--- config.mk ---
export PLATFORM = sky130hd
export DESIGN_NAME = xmos_bus_master
export DESIGN_NICKNAME = d
export VERILOG_FILES = /design/src/rtl/xbm_pkg.sv /design/src/rtl/xbm_tx_shifter.sv /design/src/rtl/xmos_bus_master.sv
export SDC_FILE = /design/constraint.sdc
export NUM_CORES = 1
export LEC_CHECK = 0
export ABC_CLOCK_PERIOD_IN_PS = 2000
export CAP_MARGIN = 20
export CORE_MARGIN = 2
export CORE_UTILIZATION = 48
export CTS_BUF_LIST = sky130_fd_sc_hd__clkbuf_16
export DETAILED_ROUTE_END_ITERATION = 16
export HOLD_SLACK_MARGIN = 0.05
export PLACE_DENSITY = 0.86
export SLEW_MARGIN = 20
export SYNTH_ARGS = -nofsm -noshare
export SYNTH_HDL_FRONTEND = slang
export SYNTH_SLANG_ARGS = --single-unit
--- constraint.sdc ---
create_clock -name clk -period 2 [get_ports clk]
set_input_delay 0.2 -clock clk [delete_from_list [all_inputs] [get_ports clk]]
set_output_delay 0.2 -clock clk [all_outputs]
set_load 0.005 [all_outputs]
--- src/rtl/xbm_pkg.sv ---
// Shared constants, bus widths and FSM state type for the XMOS bus master.
// Optional ACK state is present only when XBM_WRITE_ACK_EN is defined.
package xbm_pkg;

   localparam int XBM_ADDR_W = 31;
   localparam int XBM_DATA_W = 32;

   localparam logic [7:0] XBM_OP_WRITE = 8'h01;
   localparam logic [7:0] XBM_OP_READ  = 8'h02;
   localparam logic [7:0] XBM_ACK_BYTE = 8'hA5;

   typedef enum logic [2:0] {
      ST_IDLE,
      ST_ADDR,
      ST_WDATA,
      ST_WR,
      ST_RD,
      ST_RDWAIT,
      ST_RESP
`ifdef XBM_WRITE_ACK_EN
      , ST_ACK
`endif
   } xbm_state_e;

endpackage

--- src/rtl/xbm_tx_shifter.sv ---
// Serialises a 32-bit word (1 or 4 bytes, MSB-first) onto a valid/ready byte
// stream. Outputs are registered and held stable while the receiver stalls.
module xbm_tx_shifter
   import xbm_pkg::*;
(
   input  logic                  clk,
   input  logic                  reset,
   input  logic                  load_i,
   input  logic [XBM_DATA_W-1:0] word_i,
   input  logic                  fourBytes_i,
   input  logic                  txReady_i,
   output logic [7:0]            txData_o,
   output logic                  txValid_o,
   output logic                  lastXfer_o
);

   logic [7:0]  data_q;
   logic [23:0] rest_q;
   logic [2:0]  rem_q;
   logic        valid_q;
   logic        fire;

   assign fire       = valid_q && txReady_i;
   assign lastXfer_o = fire && (rem_q == 3'd1);
   assign txData_o   = data_q;
   assign txValid_o  = valid_q;

   // A load only arrives while idle; a transfer either retires or shifts.
   always_ff @(posedge clk) begin
      if (reset) begin
         data_q  <= 8'h00;
         rest_q  <= 24'h0;
         rem_q   <= 3'd0;
         valid_q <= 1'b0;
      end else if (load_i) begin
         data_q  <= word_i[31:24];
         rest_q  <= word_i[23:0];
         rem_q   <= fourBytes_i ? 3'd4 : 3'd1;
         valid_q <= 1'b1;
      end else if (fire) begin
         if (rem_q == 3'd1) begin
            valid_q <= 1'b0;
         end else begin
            data_q <= rest_q[23:16];
            rest_q <= {rest_q[15:0], 8'h00};
            rem_q  <= rem_q - 3'd1;
         end
      end
   end

endmodule

--- src/rtl/xmos_bus_master.sv ---
// XMOS byte-stream to address-bus initiator: parses write/read packets into
// single-beat strobes and streams read data back. XBM_WRITE_ACK_EN adds a 0xA5 write ack.
module xmos_bus_master
   import xbm_pkg::*;
#(
   parameter int RD_LATENCY = 1
) (
   input  logic                  clk,
   input  logic                  reset,
   input  logic [7:0]            rx_data,
   input  logic                  rx_valid,
   output logic                  rx_ready,
   output logic [7:0]            tx_data,
   output logic                  tx_valid,
   input  logic                  tx_ready,
   output logic [XBM_ADDR_W-1:0] addr_bus,
   output logic [XBM_DATA_W-1:0] data_bus_wr,
   input  logic [XBM_DATA_W-1:0] data_bus_rd,
   output logic                  wr_strobe,
   output logic                  rd_strobe,
   output logic [7:0]            err_count
);

   localparam logic [1:0] LAST_WAIT = 2'(RD_LATENCY - 1);

   xbm_state_e            state_q, state_d;
   logic [1:0]            byteCnt_q;
   logic [1:0]            waitCnt_q;
   logic                  isWrite_q;
   logic                  rxReady_q;
   logic                  wrStrobe_q;
   logic                  rdStrobe_q;
   logic [7:0]            errCnt_q;
   logic [XBM_ADDR_W-1:0] addr_q;
   logic [XBM_DATA_W-1:0] wdata_q;
   logic                  rxFire;
   logic                  validOp;
   logic                  loadResp;
   logic                  loadAck;
   logic                  txLast;

   assign rxFire      = rxReady_q && rx_valid;
   assign validOp     = (rx_data == XBM_OP_WRITE) || (rx_data == XBM_OP_READ);
   assign rx_ready    = rxReady_q;
   assign addr_bus    = addr_q;
   assign data_bus_wr = wdata_q;
   assign wr_strobe   = wrStrobe_q;
   assign rd_strobe   = rdStrobe_q;
   assign err_count   = errCnt_q;

   always_comb begin
      state_d  = state_q;
      loadResp = 1'b0;
      loadAck  = 1'b0;
      case (state_q)
         ST_IDLE:   if (rxFire && validOp) state_d = ST_ADDR;
         ST_ADDR:   if (rxFire && byteCnt_q == 2'd3) state_d = isWrite_q ? ST_WDATA : ST_RD;
         ST_WDATA:  if (rxFire && byteCnt_q == 2'd3) state_d = ST_WR;
`ifdef XBM_WRITE_ACK_EN
         ST_WR: begin
            loadAck = 1'b1;
            state_d = ST_ACK;
         end
         ST_ACK:    if (txLast) state_d = ST_IDLE;
`else
         ST_WR:     state_d = ST_IDLE;
`endif
         ST_RD:     state_d = ST_RDWAIT;
         ST_RDWAIT: begin
            // Capture happens on the last wait cycle, so tx_valid rises right after.
            if (waitCnt_q == LAST_WAIT) begin
               loadResp = 1'b1;
               state_d  = ST_RESP;
            end
         end
         ST_RESP:   if (txLast) state_d = ST_IDLE;
         default:   state_d = ST_IDLE;
      endcase
   end

   // Registered outputs are derived from the next state so they line up with it.
   always_ff @(posedge clk) begin
      if (reset) begin
         state_q    <= ST_IDLE;
         byteCnt_q  <= 2'd0;
         waitCnt_q  <= 2'd0;
         isWrite_q  <= 1'b0;
         rxReady_q  <= 1'b0;
         wrStrobe_q <= 1'b0;
         rdStrobe_q <= 1'b0;
         errCnt_q   <= 8'h00;
         addr_q     <= '0;
         wdata_q    <= '0;
      end else begin
         state_q    <= state_d;
         rxReady_q  <= (state_d == ST_IDLE) || (state_d == ST_ADDR) || (state_d == ST_WDATA);
         wrStrobe_q <= (state_d == ST_WR);
         rdStrobe_q <= (state_d == ST_RD);
         waitCnt_q  <= (state_q == ST_RDWAIT) ? waitCnt_q + 2'd1 : 2'd0;
         if (rxFire) begin
            case (state_q)
               ST_IDLE: begin
                  if (validOp) begin
                     isWrite_q <= (rx_data == XBM_OP_WRITE);
                     byteCnt_q <= 2'd0;
                  end else if (errCnt_q != 8'hFF) begin
                     errCnt_q <= errCnt_q + 8'd1;
                  end
               end
               ST_ADDR: begin
                  addr_q    <= {addr_q[XBM_ADDR_W-9:0], rx_data};
                  byteCnt_q <= byteCnt_q + 2'd1;
               end
               ST_WDATA: begin
                  wdata_q   <= {wdata_q[XBM_DATA_W-9:0], rx_data};
                  byteCnt_q <= byteCnt_q + 2'd1;
               end
               default: ;
            endcase
         end
      end
   end

   xbm_tx_shifter uTxShifter (
      .clk         (clk),
      .reset       (reset),
      .load_i      (loadResp || loadAck),
      .word_i      (loadAck ? {XBM_ACK_BYTE, 24'h0} : data_bus_rd),
      .fourBytes_i (!loadAck),
      .txReady_i   (tx_ready),
      .txData_o    (tx_data),
      .txValid_o   (tx_valid),
      .lastXfer_o  (txLast)
   );

endmodule

==> run metrics, run 1 <==
run status=finished, final reports clean; cells after synthesis=546; final hold vios=0; Cell Chain, Critical Path=inv_1 > ha_1 > and4b_1 > a21oi_1 > a22oi_1 > nor2_1; 1st-iter DRT viols=242; nature of the critical path endpoint=register; Final min period=1790 ps; crit start category=register; grt total ovfl=0; footprint of the multi-input gates=0.00213 sq mm; fmax=559 MHz; final core utilization=70.5%; Worst Clk Skew=10.7 ps; final setup TNS=0 ps; filler cell count in the final layout=758; TritonRoute pass-1 iters=5; # setup viols final=0; asr flop ratio synth=0%; RSZ-0062 raised after global routing=no; final worst-path cycle share=89.4%; Clock Tree Root=clkbuf_16; Max-slew headroom=50.4%; Die Width=103 microns; syn_nets=595; depth of the worst register-to-register path=6; Yosys warnings=0; Initial Util=48.8%; core area=0.00964 sq mm; critical setup path kind=register to register; Residual DRC=0; Clk pin slew, worst setup/hold paths=60 ps; Final Max Slew Viols=0; HP Start=reset; Antenna diodes=0; H-tree depth=4; number of global-route vias before repair=4054; die footprint=0.0106 sq mm; R2R Path End=uTxShifter.rest_q[0]$_SDFFE_PP0P_; Worst Max-Slew Pin Slew=744 ps; area grow syn2layout=44.4%; HP Class=input port to register; final wirelength=12200 microns; crit path max fanout=8; vias=4330; # clock sinks=118; vias per cell=5.31; Power, Total=5.82 mW; Longest Clk Path Bufs=2; count of cell types in the netlist=49; GRT Resource Usage Total=23.0%; HPWL Detailed=8120 microns; mapped cell area=0.00470 sq mm; Peak VDD IR=0.565 mV; setup ws final=211 ps; total CTS buffers=17; pwr dens=856 mW/mm^2; initial antenna violation count=0; clock insertion delay at the later pin of the skew report=410 ps; hold_ws=281 ps; syn_area_per_cell=8.61 sq um; slowest CP cell=a21oi_1; RD Place Congestion=0.897; antenna-violating nets left=0; CP arrival=2130 ps; Pleak=2.30 nW; first-pass GRT wire length=19000 microns; slowest cell delay on critical path=590 ps; share of cells above drive strength 1=9.37%; hold path cells=2; Post-CTS Hold Buffers=0; max-cap violations=0; sequential fraction of the synthesis area=50.2%; num ports=127; Post-synth EDFFs=0; ys flop type=dfxtp_1; largest net degree at the start of global routing=64; I/O Buffers=126; Worst Path Required=2340 ps; pre-CTS setup slack=-31.5 ps; Rows=36; FF+latch count, synth=118; Setup Fix Bufs, Post-CTS=0; CTS tree=built; register area=0.00236 sq mm; FF-to-FF Start=waitCnt_q[0]$_SDFF_PP0_; final net count=719; cts repair resizes=0; r2r setup slk=210 ps; wire per inst=14.9 microns; die height=103 microns; Hold Path End=uTxShifter.rest_q[5]$_SDFFE_PP0P_
state kept, by name, indices dropped and copies added, names as in the netlist, 2 cells and up:
signal	flops
data_bus_wr	32
addr_bus	31
uTxShifter.rest_q	24
err_count	8
uTxShifter.txData_o	8
state_q	3
uTxShifter.rem_q	3
byteCnt_q	2
waitCnt_q	2
placed cells by master (no fill, tap or decap), drive strengths merged, types with 3 or more instances in the layout:
cell and count:
a211oi 24, a21oi 76, a22oi 8, and2 3
and3 3, buf 19, bufinv 4, clkbuf 17
clkdlybuf4s50 125, clkinv 3, dfxtp 118, ha 5
inv 16, mux2i 25, nand2 131, nand3 7
nor2 38, nor2b 6, nor3 3, nor4 4
o211ai 4, o21ai 6, o31ai 4, or3 3
or4 5
worst max path at each step:
| stage | start | to | slack, ps | cells past startpoint |
|---|---|---|---|---|
| floorplan | state_q[2]$_SDFF_PP0_ | err_count[7]$_SDFFE_PP0P_ | 320 | 6 |
| global placement | rx_data[0] | err_count[6]$_SDFFE_PP0P_ | 10 | 6 |
| detailed placement | rx_data[0] | err_count[4]$_SDFFE_PP0P_ | -30 | 6 |
| CTS | waitCnt_q[0]$_SDFF_PP0_ | uTxShifter.rest_q[0]$_SDFFE_PP0P_ | 220 | 6 |
| global route | waitCnt_q[0]$_SDFF_PP0_ | uTxShifter.rest_q[0]$_SDFFE_PP0P_ | 50 | 6 |
| finish | waitCnt_q[0]$_SDFF_PP0_ | uTxShifter.rest_q[0]$_SDFFE_PP0P_ | 210 | 6 |
synth_stat cells, drive strengths merged, types with 2 or more instances:
| library cell | n | area (sq um) |
|---|---|---|
| o21ai | 6 | 30.0 |
| nand2 | 131 | 492 |
| clkbuf | 29 | 109 |
| inv | 10 | 37.5 |
| a21oi | 76 | 380 |
| nor2 | 38 | 143 |
| or3 | 3 | 23.8 |
| or4 | 5 | 41.3 |
| a211oi | 24 | 180 |
| a22oi | 8 | 60.1 |
| ha | 5 | 62.6 |
| dfxtp | 118 | 2360 |
| nor4 | 4 | 37.5 |
| nor2b | 6 | 37.5 |
| and3 | 3 | 18.8 |
| and4b | 2 | 20.0 |
| nand3 | 7 | 35.0 |
| buf | 10 | 67.6 |
| mux2 | 2 | 30.0 |
| o211ai | 4 | 35.0 |
| mux2i | 25 | 250 |
| nor3 | 3 | 26.3 |
| xnor2 | 2 | 17.5 |
| o31ai | 4 | 30.0 |
| and2 | 3 | 18.8 |
| or2 | 2 | 12.5 |
layout make-up:
| cell class | instances | area share [%] |
|---|---|---|
| clock buffer | 17 | 6.26 |
| clock inverter | 15 | 3.17 |
| inverter | 10 | 0.553 |
| multi-input combinational | 379 | 31.4 |
| sequential | 118 | 34.8 |
| tap | 133 | 2.45 |
| timing repair buffer | 144 | 21.4 |
critical path: cells and delay by family (launching register included):
| family | cells | cell delay, ps |
|---|---|---|
| and+or+nand+nor | 2 | 380 |
| adders and majority gates | 1 | 220 |
| AOI/OAI and AO/OA | 2 | 770 |
| buffers and inverters | 1 | 50 |
| DFF | 1 | 310 |
per-layer routing:
metal	vias up	routed length (microns)	part of all wire [%]	track usage, %
met3	20	734	6.0	6.78
met4	0	172	1.4	9.21
li1	2123	-	-	-
met5	-	0	0	0
met2	154	6150	50	39.0
met1	2033	5120	42	27.3
power by group:
part           switching, mW  internal (mW)
clock                   1.15           2.12
sequential           0.00491           2.35
combinational         0.0823          0.104
total                   1.24           4.58
kinds of logic after synthesis:
logic type / share of synthesized area (%)
DFF: 50.2
AOI/OAI and AO/OA: 16.8
buffers and inverters: 4.55
xor gates and xnor gates: 0.559
muxes: 5.96
adders and majority gates: 1.33
and+or+nand+nor: 20.6
metrics by stage:
step | instances | area (sq um)
6_report | 816 | 6790
4_1_cts | 816 | 6790
3_5_place_dp | 784 | 6150
5_1_grt | 816 | 6790
3_3_place_gp | 784 | 6150
2_1_floorplan | 546 | 4700
Power figures use the tool's default switching activity.
==> inputs of run 2 (changes only) <==
HOLD_SLACK_MARGIN = unset   (was 0.05)
==> results of run 2 <==
The final DEF is identical to that of run 1; final timing and power are the same.
